<file path="src/rtl/triangle_dispatcher.sv">
// Buffers incoming triangles in a small FIFO and issues them one at a time to a pixel core.
// Optional zero-area culling is enabled by defining TRI_DISPATCH_CULL_EN.
module triangle_dispatcher #(
  parameter int COORD_WIDTH = 16,
  parameter int COLOR_WIDTH = 16,
  parameter int FIFO_DEPTH  = 4,
  parameter int COUNT_WIDTH = 32
) (
  input  logic                                clk,
  input  logic                                reset,
  input  logic                                in_valid,
  output logic                                in_ready,
  input  logic [2:0][2:0][COORD_WIDTH-1:0]    in_bounds,
  input  logic [COLOR_WIDTH-1:0]              in_color,
  output logic                                start,
  output logic [2:0][2:0][COORD_WIDTH-1:0]    bounds,
  output logic [COLOR_WIDTH-1:0]              color,
  input  logic                                eoc,
  output logic                                busy,
`ifdef TRI_DISPATCH_CULL_EN
  output logic [COUNT_WIDTH-1:0]              culled_count,
`endif
  output logic [COUNT_WIDTH-1:0]              done_count
);

  localparam int AW = $clog2(FIFO_DEPTH);
  localparam int PW = AW + 1;

  typedef enum logic [1:0] {IDLE, ISSUE, WAIT} state_t;

  state_t                             state;
  logic [PW-1:0]                      wr_ptr, rd_ptr;
  logic [2:0][2:0][COORD_WIDTH-1:0]   mem_bounds [FIFO_DEPTH];
  logic [COLOR_WIDTH-1:0]             mem_color  [FIFO_DEPTH];
  logic                               fifo_empty, fifo_full, push, pop;
  logic [2:0][2:0][COORD_WIDTH-1:0]   head_bounds;
  logic [COLOR_WIDTH-1:0]             head_color;

  // Extra pointer bit distinguishes full from empty when the index bits match.
  assign fifo_empty  = (wr_ptr == rd_ptr);
  assign fifo_full   = (wr_ptr[AW] != rd_ptr[AW]) && (wr_ptr[AW-1:0] == rd_ptr[AW-1:0]);
  assign in_ready    = !fifo_full;
  assign push        = in_valid && in_ready;
  assign pop         = (state == IDLE) && !fifo_empty;
  assign head_bounds = mem_bounds[rd_ptr[AW-1:0]];
  assign head_color  = mem_color[rd_ptr[AW-1:0]];
  assign busy        = (state != IDLE) || !fifo_empty;

  always_ff @(posedge clk) begin
    if (reset) begin
      wr_ptr <= '0;
      rd_ptr <= '0;
    end else begin
      if (push) wr_ptr <= wr_ptr + PW'(1);
      if (pop)  rd_ptr <= rd_ptr + PW'(1);
    end
  end

  always_ff @(posedge clk) begin
    if (push) begin
      mem_bounds[wr_ptr[AW-1:0]] <= in_bounds;
      mem_color[wr_ptr[AW-1:0]]  <= in_color;
    end
  end

`ifdef TRI_DISPATCH_CULL_EN
  // Doubled signed area of the head triangle; zero means degenerate (collinear or coincident).
  logic signed [COORD_WIDTH:0]       dx1, dy1, dx2, dy2;
  logic signed [2*COORD_WIDTH+2:0]   prod_a, prod_b, area;
  logic                              cull;

  assign dx1    = $signed({head_bounds[1][0][COORD_WIDTH-1], head_bounds[1][0]})
                - $signed({head_bounds[0][0][COORD_WIDTH-1], head_bounds[0][0]});
  assign dy1    = $signed({head_bounds[1][1][COORD_WIDTH-1], head_bounds[1][1]})
                - $signed({head_bounds[0][1][COORD_WIDTH-1], head_bounds[0][1]});
  assign dx2    = $signed({head_bounds[2][0][COORD_WIDTH-1], head_bounds[2][0]})
                - $signed({head_bounds[0][0][COORD_WIDTH-1], head_bounds[0][0]});
  assign dy2    = $signed({head_bounds[2][1][COORD_WIDTH-1], head_bounds[2][1]})
                - $signed({head_bounds[0][1][COORD_WIDTH-1], head_bounds[0][1]});
  assign prod_a = dx1 * dy2;
  assign prod_b = dx2 * dy1;
  assign area   = prod_a - prod_b;
  assign cull   = (area == '0);
`endif

  always_ff @(posedge clk) begin
    if (reset) begin
      state      <= IDLE;
      start      <= 1'b0;
      bounds     <= '0;
      color      <= '0;
      done_count <= '0;
`ifdef TRI_DISPATCH_CULL_EN
      culled_count <= '0;
`endif
    end else begin
      start <= 1'b0;
      case (state)
        IDLE: begin
          if (!fifo_empty) begin
`ifdef TRI_DISPATCH_CULL_EN
            if (cull) culled_count <= culled_count + COUNT_WIDTH'(1);
            else
`endif
            begin
              bounds <= head_bounds;
              color  <= head_color;
              start  <= 1'b1;
              state  <= ISSUE;
            end
          end
        end
        ISSUE: state <= WAIT;
        WAIT: begin
          if (eoc) begin
            done_count <= done_count + COUNT_WIDTH'(1);
            state      <= IDLE;
          end
        end
        default: state <= IDLE;
      endcase
    end
  end

endmodule

</file>
<file path="config.mk">
export PLATFORM = sky130hd
export DESIGN_NAME = triangle_dispatcher
export DESIGN_NICKNAME = d
export VERILOG_FILES = /design/src/rtl/triangle_dispatcher.sv
export SDC_FILE = /design/constraint.sdc
export NUM_CORES = 1
export LEC_CHECK = 0
export ABC_AREA = 1
export BUFFER_PORTS_ARGS = -buffer_cell sky130_fd_sc_hd__buf_4
export CAP_MARGIN = 40
export CORE_AREA = 5 5 272 274
export DETAILED_ROUTE_END_ITERATION = 10
export DIE_AREA = 0 0 277 279
export PLACE_DENSITY = 0.64
export SKIP_CTS_REPAIR_TIMING = 1
export SLEW_MARGIN = 25
export SYNTH_ARGS = -nofsm -noshare
export SYNTH_HDL_FRONTEND = slang
export SYNTH_SLANG_ARGS = --single-unit
</file>
<file path="constraint.sdc">
create_clock -name clk -period 12.6 [get_ports clk]
set_clock_uncertainty 0.05 [all_clocks]
set_input_delay 3.15 -clock clk [delete_from_list [all_inputs] [get_ports clk]]
set_output_delay 3.15 -clock clk [all_outputs]
set_load 0.1 [all_outputs]
</file>
# Word level (Yosys, flattened, before mapping)
# Memories as Yosys holds them, arrays and structs flattened. A register that Yosys moved wholly into a read port is not among the register bits.
# Index checks and enable logic that the tools add are counted.
# word_totals
register_bits	41
ramBits	640
memories	2
# memory_table
memory	depth	word_bits	read_ports	rd_ports_with_merged_regs	write_ports	line_no	source
mem_bounds	4	144	1	1	1	33	logic [2:0][2:0][COORD_WIDTH-1:0] mem_bounds [FIFO_DEPTH];
mem_color	4	16	1	1	1	34	logic [COLOR_WIDTH-1:0] mem_color [FIFO_DEPTH];
# op_classes
addsub	3
n_eq_ne	7
n_mux	6
bitwise_logic	2
reduce_logical	12
# ops
operator	count
$add A32 B1 Y32 const B	1
$add A3 B1 Y3 const B	2
$pmux W2 S3	1
$reduce_and A2 Y1	3
$mux W2	2
$ne A2 B2 Y1 const B	2
$eq A3 B3 Y1	1
$logic_and A1 B1 Y1	3
$mux W1	3
$eq A2 B1 Y1 const B	1
$eq A2 B2 Y1	1
$eq A2 B2 Y1 const B	1
$logic_not A1 Y1	2
$logic_not A2 Y1	1
$not A1 Y1	2
$reduce_bool A2 Y1	1
$reduce_or A2 Y1	1
$logic_or A1 B1 Y1	1
$ne A1 B1 Y1	1

# Logic depth before layout (Yosys ltp)
# Gate-level depths: netlist of the first run.
# logic_depth
word_depth	6
depth_mapped	10
ltp_nobuf	9

# Least setup slack after synthesis of the first run
# OpenSTA, ideal clock, no wires.
# synth_path
path_type	in2reg
start	in in_valid
end	mem mem_bounds[0][0] (netlist bit) (enable)
setup_time_ns	0.683
t_arrival_ns	10.034
required_time_ns	11.867
setup_slack_ns	1.834
cell_stages	2
path_cell_list	nand2_1 -> nor2_1
# synth_between
elab_chain_cells	3
# synth_lines
item	line_no	source
start: declaration	11	input logic in_valid,
$logic_and A1 B1 Y1	43	assign push = in_valid && in_ready;
$mux W1	60	if (push) begin
$mux W1 (implied by the code)	61	mem_bounds[wr_ptr[AW-1:0]] <= in_bounds;
end: declaration	33	
# Every way passes these cells.

# Final worst setup path of the first run
# layout_path
start	reg rd_ptr[0]
end	out in_ready
# layout_between
elab_chain_cells	3
# layout_lines
item	line_no	source
start: declaration	32	logic [PW-1:0] wr_ptr, rd_ptr;
start signal: assignment	55	if (pop) rd_ptr <= rd_ptr + PW'(1);
$eq A2 B2 Y1	41	assign fifo_full = (wr_ptr[AW] != rd_ptr[AW]) && (wr_ptr[AW-1:0] == rd_ptr[AW-1:0]);
$logic_and A1 B1 Y1	41	
$logic_not A1 Y1	42	assign in_ready = !fifo_full;
end: declaration	12	output logic in_ready,
# Every way passes these cells.

==> out/summary.txt, run 1 <==
Run status -> complete, no violations
Hold Crit Class -> register to register
PD cells -> 250 nW/um^2
Setup TNS -> 0 ns
Achievable frequency -> 184 MHz
Area grow syn2layout -> 21.1%
Worst setup SP type -> register
Cells after Synth -> 2753
Met1 Use GR -> 0.239
Max cap viols -> 0
Hold Path Sink -> bounds[20]$_SDFFE_PP0P_
Row cnt -> 98
Slew Viols, Final -> 0
IO Count -> 359
R2r worst-path depth -> 7
Clk root buf -> clkbuf_16
DRC Markers -> 0
Routed Antenna Nets -> 0
First-pass GRT wire length -> 116 mm
Largest net degree at the start of global routing -> 134
Vias in the first global route -> 20.5k
WS Path Type -> register to output pin
Syn_area_per_cell -> 11.5 um^2
Vias -> 21.0k
DIE HEIGHT -> 279 um
CTS H-tree lvls -> 3
Initial antenna violation count -> 15
Die Area -> 77300 um^2
Fillers -> 5982
Max_slew headroom -> 0.435
GRT Max-Usage Layer -> met2
DRT iter0 DRCs -> 1543
Clock-pin slew on the worst setup and hold paths -> 0.06 ns
Synth warnings -> 0
Met3 Usage GRT -> 0.0510
RSZ-0062 raised after global routing -> no
M2 GR Usage -> 0.322
Final Hold Fails -> 0
Area of the multi-input gates -> 7460 um^2
Die W -> 277 um
Critical Path AT -> 2.25 ns
Clk buf depth -> 3
Commonest cells after routing, fill and taps aside -> nor2_1 (858), edfxtp_1 (640), o21ai_0 (552)
Clk Latency, worst-skew pair -> 0.62 ns
Peak VDD IR -> 0.174 mV
R2R Setup Slk -> 8.99 ns
Hold Path Origin -> bounds[20]$_SDFFE_PP0P_
Reg2reg start -> rd_ptr[0]$_SDFFE_PP0P_
NumNets Final -> 3250
GPL Wtd Cong -> 0.819
CTS Buf Count -> 87
Final Setup Violations -> 0
Crit end category -> output pin
Sequential cell area -> 23200 um^2
Total grt overflow -> 0
Hold path depth -> 2
CP max FO -> 67
Most common cell after layout, fill and taps aside -> nor2_1
WHS -> 0.431 ns
Seq/Total Area, Yosys -> 0.732
Area of the core -> 71100 um^2
DPL Wire Length -> 45.9 mm
Wire per inst -> 18.5 um
Total GRT Usage -> 0.189
Port Buf Inserts -> 358
Seq cells post-synth -> 841
Layout cells sized above 1 -> 0.177
DRT Pass-1 Iters -> 5
CTS tree -> built
Syn Std Cell Area -> 31700 um^2
Synthesized net count -> 2923
Yosys cell types -> 29
Via density -> 5.10
Leakage power -> 14.0 nW
Starting density of the core -> 0.446
Final min period -> 5.45 ns
Worst EP required -> 9.40 ns
Worst slew pin tran -> 0.847 ns
Final worst path period share -> 0.432
FF-to-FF End -> mem_bounds[2][134]$_DFFE_PP_
Clock Sinks -> 841
Drt total wl -> 76.2 mm
==> logic make-up (layout without fill, tap and decap cells) <==
logic type               Yosys count  after routing  synth area share
AND/OR/NAND/NOR                 1000           1000             0.122
flip-flops                       841            841             0.732
adder cells (fa/ha/maj)            6              6           0.00237
other                              0             11                 0
buffers and inverters            222            624            0.0339
AO/OA/AOI/OAI                    677            677             0.107
XOR/XNOR                           7              7           0.00240
==> metal layers <==
layer,wire (um),vias to the layer above
li1,-,10241
met1,32100,10095
met2,37000,518
met3,5170,113
met4,1770,8
met5,52,-
==> layout make-up <==
cell class                 count  share of cell area
multi-input combinational   1690               0.194
inverter                      57             0.00596
sequential                   841               0.605
clock inverter                35             0.00941
clock buffer                 129              0.0658
timing repair buffer         403              0.0883
tap                          950              0.0309
antenna                       11            0.000716
==> Yosys cell counts <==
cell type / number / area (um^2)
a21oi_1: 16 / 80.1
a31oi_1: 2 / 12.5
buf_1: 12 / 45.0
buf_2: 39 / 195
buf_4: 13 / 97.6
buf_6: 17 / 191
buf_8: 1 / 15.0
clkbuf_1: 83 / 312
dfxtp_1: 201 / 4020
edfxtp_1: 640 / 19200
ha_1: 6 / 75.1
inv_1: 55 / 206
inv_2: 1 / 3.75
inv_6: 1 / 8.76
nand2_1: 76 / 285
nand2_2: 1 / 6.26
nand3_1: 34 / 170
nand3_2: 1 / 10.0
nand3b_1: 1 / 7.51
nand4_1: 12 / 75.1
nor2_1: 862 / 3240
nor2_2: 10 / 62.6
nor3_1: 3 / 15.0
o21a_1: 3 / 22.5
o21ai_0: 552 / 2760
o21ai_1: 104 / 521
xnor2_1: 1 / 8.76
xnor2_2: 2 / 32.5
xor2_1: 4 / 35.0
==> per-stage QoR <==
stage	cell area, um^2	util	power (mW)	worst slack, ns	instances
after detailed placement	35300	0.496	7.09	6.91	3932
after global placement	35000	0.492	7.00	6.74	3920
after global routing	38400	0.540	10.1	7.02	4108
final	38400	0.541	9.60	7.15	4116
after floorplan	31700	-	6.30	1.83	2753
after CTS	38200	0.537	9.65	7.10	4096
==> flip-flops by register name (all words and copies together), names as in the netlist <==
signal	count
rd_ptr	3
bounds	144
state	2
done_count	32
wr_ptr	3
mem_bounds	576
color	16
start	1
mem_color	64
==> power by group <==
part / total [mW] / switching (mW) / internal (mW) / leakage (nW)
combinational: 3.53 / 2.73 / 0.801 / 5.07
sequential: 3.53 / 0.198 / 3.33 / 7.54
clock: 2.55 / 1.04 / 1.51 / 1.42
==> worst max-delay path by stage <==
stage	start	end	slack, ns	cells past startpoint
after floorplan	in_valid	mem_bounds[0][0]$_DFFE_PP_	1.83	2
after global placement	in_valid	mem_bounds[3][127]$_DFFE_PP_	6.74	5
after detailed placement	in_valid	mem_bounds[1][35]$_DFFE_PP_	6.91	6
after CTS	rd_ptr[0]$_SDFFE_PP0P_	in_ready	7.10	3
after global routing	rd_ptr[0]$_SDFFE_PP0P_	in_ready	7.02	3
final	rd_ptr[0]$_SDFFE_PP0P_	in_ready	7.15	3
==> critical path: stages (launching register included) <==
cell	delay [ns]
dfxtp_4	0.84
xnor2_2	0.20
nand3_1	0.20
buf_4	0.32
Power figures use the tool's default switching activity.
==> run 2, diff against run 1 <==
PLACE_DENSITY = 0.66   (was 0.64)
clock period = 4.6 ns   (was 12.6 ns; I/O delays follow)
==> run 2 against run 1 <==
Critical path depth is the same. Non-clock buffer count shrank 9. Wire length is essentially flat. Largest cell class unchanged. Global-route usage grew 0.20 points. Flip-flop and latch count is the same. Combinational power grew to 2.7 times the previous value. Sequential power grew to 2.7 times the previous value. Clock-buffer cell count shrank 8. Critical path type unchanged.
==> out/summary.txt, run 2 (same netlist as run 1, synthesis figures left out) <==
Run status -> complete, no violations
Fillers -> 6024
Max_slew headroom -> 0.312
Routed Antenna Nets -> 0
Largest net degree at the start of global routing -> 235
Worst setup SP type -> register
Total GRT Usage -> 0.191
Hold path depth -> 2
Vias in the first global route -> 21.0k
Final Hold Fails -> 0
Setup TNS -> 0 ns
CP max FO -> 4
Critical Path AT -> 2.12 ns
Final worst path period share -> 0.723
Max cap viols -> 0
Row cnt -> 98
Worst slew pin tran -> 1.03 ns
IO Count -> 359
PD cells -> 688 nW/um^2
Die W -> 277 um
Clk buf depth -> 3
Pwr Total -> 26.4 mW
Achievable frequency -> 301 MHz
Clock Sinks -> 841
Clk root buf -> clkbuf_16
Post-layout util -> 0.540
DRT Pass-1 Iters -> 6
NumNets Final -> 3240
GPL Wtd Cong -> 0.819
Total grt overflow -> 0
Die Area -> 77300 um^2
Wire per inst -> 18.5 um
Port Buf Inserts -> 358
Final Setup Violations -> 0
Area grow syn2layout -> 21.1%
Initial antenna violation count -> 17
Crit-path cells -> nor2_1, nand4_1, buf_4
First-pass GRT wire length -> 118 mm
Slew Viols, Final -> 0
DRC Markers -> 0
Clock-pin slew on the worst setup and hold paths -> 0.06 ns
Hold Crit Class -> register to register
CTS Buf Count -> 86
Max FFs per register -> 576
CTS tree -> built
Area of the core -> 71100 um^2
Crit end category -> output pin
Starting density of the core -> 0.446
RSZ-0062 raised after global routing -> no
Vias -> 21.2k
R2r worst-path depth -> 6
DRT iter0 DRCs -> 1697
Via density -> 5.15
Clk Latency, worst-skew pair -> 0.62 ns
DPL Wire Length -> 44.9 mm
Area after DPL -> 35400 um^2
CTS H-tree lvls -> 3
Final min period -> 3.32 ns
Drt total wl -> 76.1 mm
Commonest cells after routing, fill and taps aside -> nor2_1 (858), edfxtp_1 (640), o21ai_0 (552)
Layout cells sized above 1 -> 0.176
Slowest Stage Delay on Critical Path -> 0.53 ns
Peak VDD IR -> 0.666 mV
DIE HEIGHT -> 279 um
Worst EP required -> 3.40 ns
WS Path Type -> register to output pin
Max stage delay cell, worst path -> nor2_1
Design Area, Final -> 38400 um^2
Leakage power -> 14.0 nW
Most common cell after layout, fill and taps aside -> nor2_1
==> run 2: cell count changes in the layout (fill, tap and decap cells not counted), moves of 3 or more <==
cell        before  now
buf_4          382  374
clkinv_2        13    9
buf_16          14    5
clkinvlp_4       2    5
clkbuf_1        27   20
diode_2         11   15
buf_12           7   15
bufinv_16        5   10
==> run 2: power by group <==
group / switching (mW) / internal [mW]
registers: 0.457 / 9.11
logic: 7.53 / 2.11
clock network: 2.85 / 4.38
total: 10.8 / 15.6
==> run 2: path summary, 6_finish.rpt <==
path / from / endpoint / slack [ns]
hold reg to reg: bounds[25]$_SDFFE_PP0P_ / bounds[25]$_SDFFE_PP0P_ / 0.43
setup / recovery: state[1]$_SDFFE_PP0P_ / busy / 1.28
hold / removal: bounds[25]$_SDFFE_PP0P_ / bounds[25]$_SDFFE_PP0P_ / 0.43
setup reg to reg: state[1]$_SDFFE_PP0P_ / bounds[135]$_SDFFE_PP0P_ / 1.62
==> run 2: stage by stage <==
stage | hold slack [ns] | setup WS [ns] | std cells
3_5_place_dp | 0.422 | 1.47 | 3931
2_1_floorplan | 0.428 | 0.174 | 2753
6_report | 0.430 | 1.28 | 4108
5_1_grt | 0.450 | 1.10 | 4100
4_1_cts | 0.436 | 1.15 | 4092
3_3_place_gp | 0.416 | 1.51 | 3927
==> run 2: final cells by class <==
type,instances,area (um^2),share of cell area
multi-input combinational,1690,7470,0.194
clock inverter,40,498,0.0130
inverter,57,231,0.00603
timing repair buffer,394,3250,0.0845
tap,950,1190,0.0309
sequential,841,23200,0.605
clock buffer,121,2500,0.0651
antenna,15,37.5,0.000977
==> run 2: critical path: cells and delay by family (launching register included) <==
| kind | cells | cell delay, ns |
|---|---|---|
| simple gates | 2 | 0.86 |
| flops | 1 | 0.33 |
| buf+inv | 1 | 0.33 |
==> run 2: metal layers <==
| layer | global-route usage | share of wire | vias to the layer above |
|---|---|---|---|
| met2 | 0.315 | 0.48 | 632 |
| met4 | 0.0679 | 0.028 | 6 |
| li1 | - | - | 10227 |
| met1 | 0.247 | 0.41 | 10169 |
| met5 | 0 | 0.00063 | - |
| met3 | 0.0503 | 0.075 | 135 |
==> run 3, diff against run 2 <==
clock period = 2.7 ns   (was 4.6 ns; I/O delays follow)
==> run 3 against run 2 <==
Cell count is 0.12% higher. Power is 70% higher. Worst setup slack worse by 1.1 ns. Highest routed layer unchanged. Combinational power is 74% higher. Flip-flop and latch count stayed put. Sequential share of layout area hardly changed. Non-clock buffer count is 7 higher. Sequential power is 70% higher. Register-to-register slack worse by 1.1 ns. First-iteration DRC count is 2.4% lower.
==> out/summary.txt, run 3 (same netlist as run 1, synthesis figures left out) <==
Max FFs per register -> 576
WHS -> 0.205 ns
Cell count after placement -> 3939
RSZ-0062 raised after global routing -> no
Final Hold Fails -> 0
Drt total wl -> 78.0 mm
Area after DPL -> 35500 um^2
Max stage delay cell, worst path -> dfxtp_4
First-pass GRT wire length -> 120 mm
Worst EP required -> 1.98 ns
Die W -> 277 um
Final Setup Violations -> 0
Comb power frac -> 0.373
Setup TNS -> 0 ns
Clk Latency, worst-skew pair -> 0.61 ns
Max cap viols -> 0
Slew Viols, Final -> 0
Row cnt -> 98
Sw Pwr -> 18.7 mW
Die Area -> 77300 um^2
Setup WS pre-CTS -> 0.517 ns
Worst setup SP type -> register
Total GRT Usage -> 0.195
Leakage power -> 14.0 nW
DRC Markers -> 0
Vias -> 21.4k
Clk buf depth -> 3
DRT Pass-1 Iters -> 5
PD cells -> 1170 nW/um^2
Via density -> 5.20
Run status -> complete, no violations
Clock power share -> 0.265
GRT Max-Usage Layer -> met2
Pwr Total -> 45.0 mW
Cell-internal power -> 26.3 mW
Starting density of the core -> 0.446
Area grow syn2layout -> 21.2%
Final min period -> 2.52 ns
Met1 Use GR -> 0.248
CTS Buf Count -> 87
DPL Wire Length -> 46.3 mm
NumNets Final -> 3248
Crit end category -> output pin
Crit-path cells -> xnor2_2, nand4_1, buf_4
CTS tree -> built
GPL Wtd Cong -> 0.804
Post-layout util -> 0.541
Initial antenna violation count -> 19
M2 GR Usage -> 0.330
Reg power frac -> 0.362
IO Count -> 359
CTS H-tree lvls -> 3
Peak VDD IR -> 1.03 mV
Critical Path AT -> 1.80 ns
CP max FO -> 5
Area of the core -> 71100 um^2
Max_slew headroom -> 0.210
Clock-pin slew on the worst setup and hold paths -> 0.06 ns
Commonest cells after routing, fill and taps aside -> nor2_1 (858), edfxtp_1 (640), o21ai_0 (552)
Met3 Usage GRT -> 0.0500
Vias in the first global route -> 21.3k
WS Path Type -> register to output pin
Slowest Stage Delay on Critical Path -> 0.39 ns
Final std cells w/o fill -> 4113
DIE HEIGHT -> 279 um
Total grt overflow -> 0
Layout cells sized above 1 -> 0.181
Clk root buf -> clkbuf_16
Final worst path period share -> 0.934
Most common cell after layout, fill and taps aside -> nor2_1
DRT iter0 DRCs -> 1657
Clock Sinks -> 841
Port Buf Inserts -> 358
Design Area, Final -> 38400 um^2
Worst Setup Slack, final -> 0.177 ns
Hold Crit Class -> primary input to register
Worst slew pin tran -> 1.19 ns
Routed Antenna Nets -> 0
Sw Ratio -> 0.415
Achievable frequency -> 396 MHz
Largest net degree at the start of global routing -> 199
Wire per inst -> 19.0 um
-- run 3: cell count changes in the layout (fill, tap and decap cells not counted), moves of 3 or more --
cell	before	now
clkinv_4	2	5
clkinv_2	9	17
buf_16	5	1
clkbuf_1	20	12
diode_2	15	12
buf_12	15	26
clkbuf_16	92	89
-- run 3: metal layers --
layer,part of all wire,vias up,routed length (um)
met3,0.074,136,5780
met2,0.49,656,38000
li1,-,10241,-
met4,0.024,14,1880
met5,0.0012,-,92
met1,0.41,10341,32200
-- run 3: path summary, 6_finish.rpt --
check | start | endpoint | slack (ns) | depth (start not counted)
worst max-delay path | rd_ptr[0]$_SDFFE_PP0P_ | busy | 0.18 | 3
worst min-delay path | in_bounds[46] | mem_bounds[0][46]$_DFFE_PP_ | 0.20 | 1
worst max register to register | rd_ptr[1]$_SDFFE_PP0P_ | bounds[68]$_SDFFE_PP0P_ | 0.55 | 5
worst min register to register | color[6]$_SDFFE_PP0P_ | color[6]$_SDFFE_PP0P_ | 0.43 | 2
-- run 3: cell type report --
| class | count | area (um^2) |
|---|---|---|
| diodes | 12 | 30.0 |
| clock buffers | 108 | 2370 |
| clock inverters | 54 | 528 |
| fillers | 5872 | 32700 |
| inverters | 57 | 229 |
| multi-input cells | 1690 | 7500 |
| flip-flops and latches | 841 | 23300 |
| well taps | 950 | 1190 |
| repair buffers | 401 | 3360 |
-- run 3: power groups by stage --
stage          sequential (mW)  combinational [mW]  clock, mW
2_1_floorplan             22.6                6.69          0
3_3_place_gp              16.5                16.6          0
3_5_place_dp              16.6                16.9          0
4_1_cts                   16.3                17.0       12.2
5_1_grt                   16.4                18.2       12.8
6_report                  16.3                16.8       11.9
-- run 3: worst max-delay path: cells and delay by family, from the launching register on --
| family | cells | cell delay (ns) |
|---|---|---|
| flops | 1 | 0.39 |
| buf+inv | 1 | 0.29 |
| xor+xnor | 1 | 0.28 |
| simple gates | 1 | 0.22 |
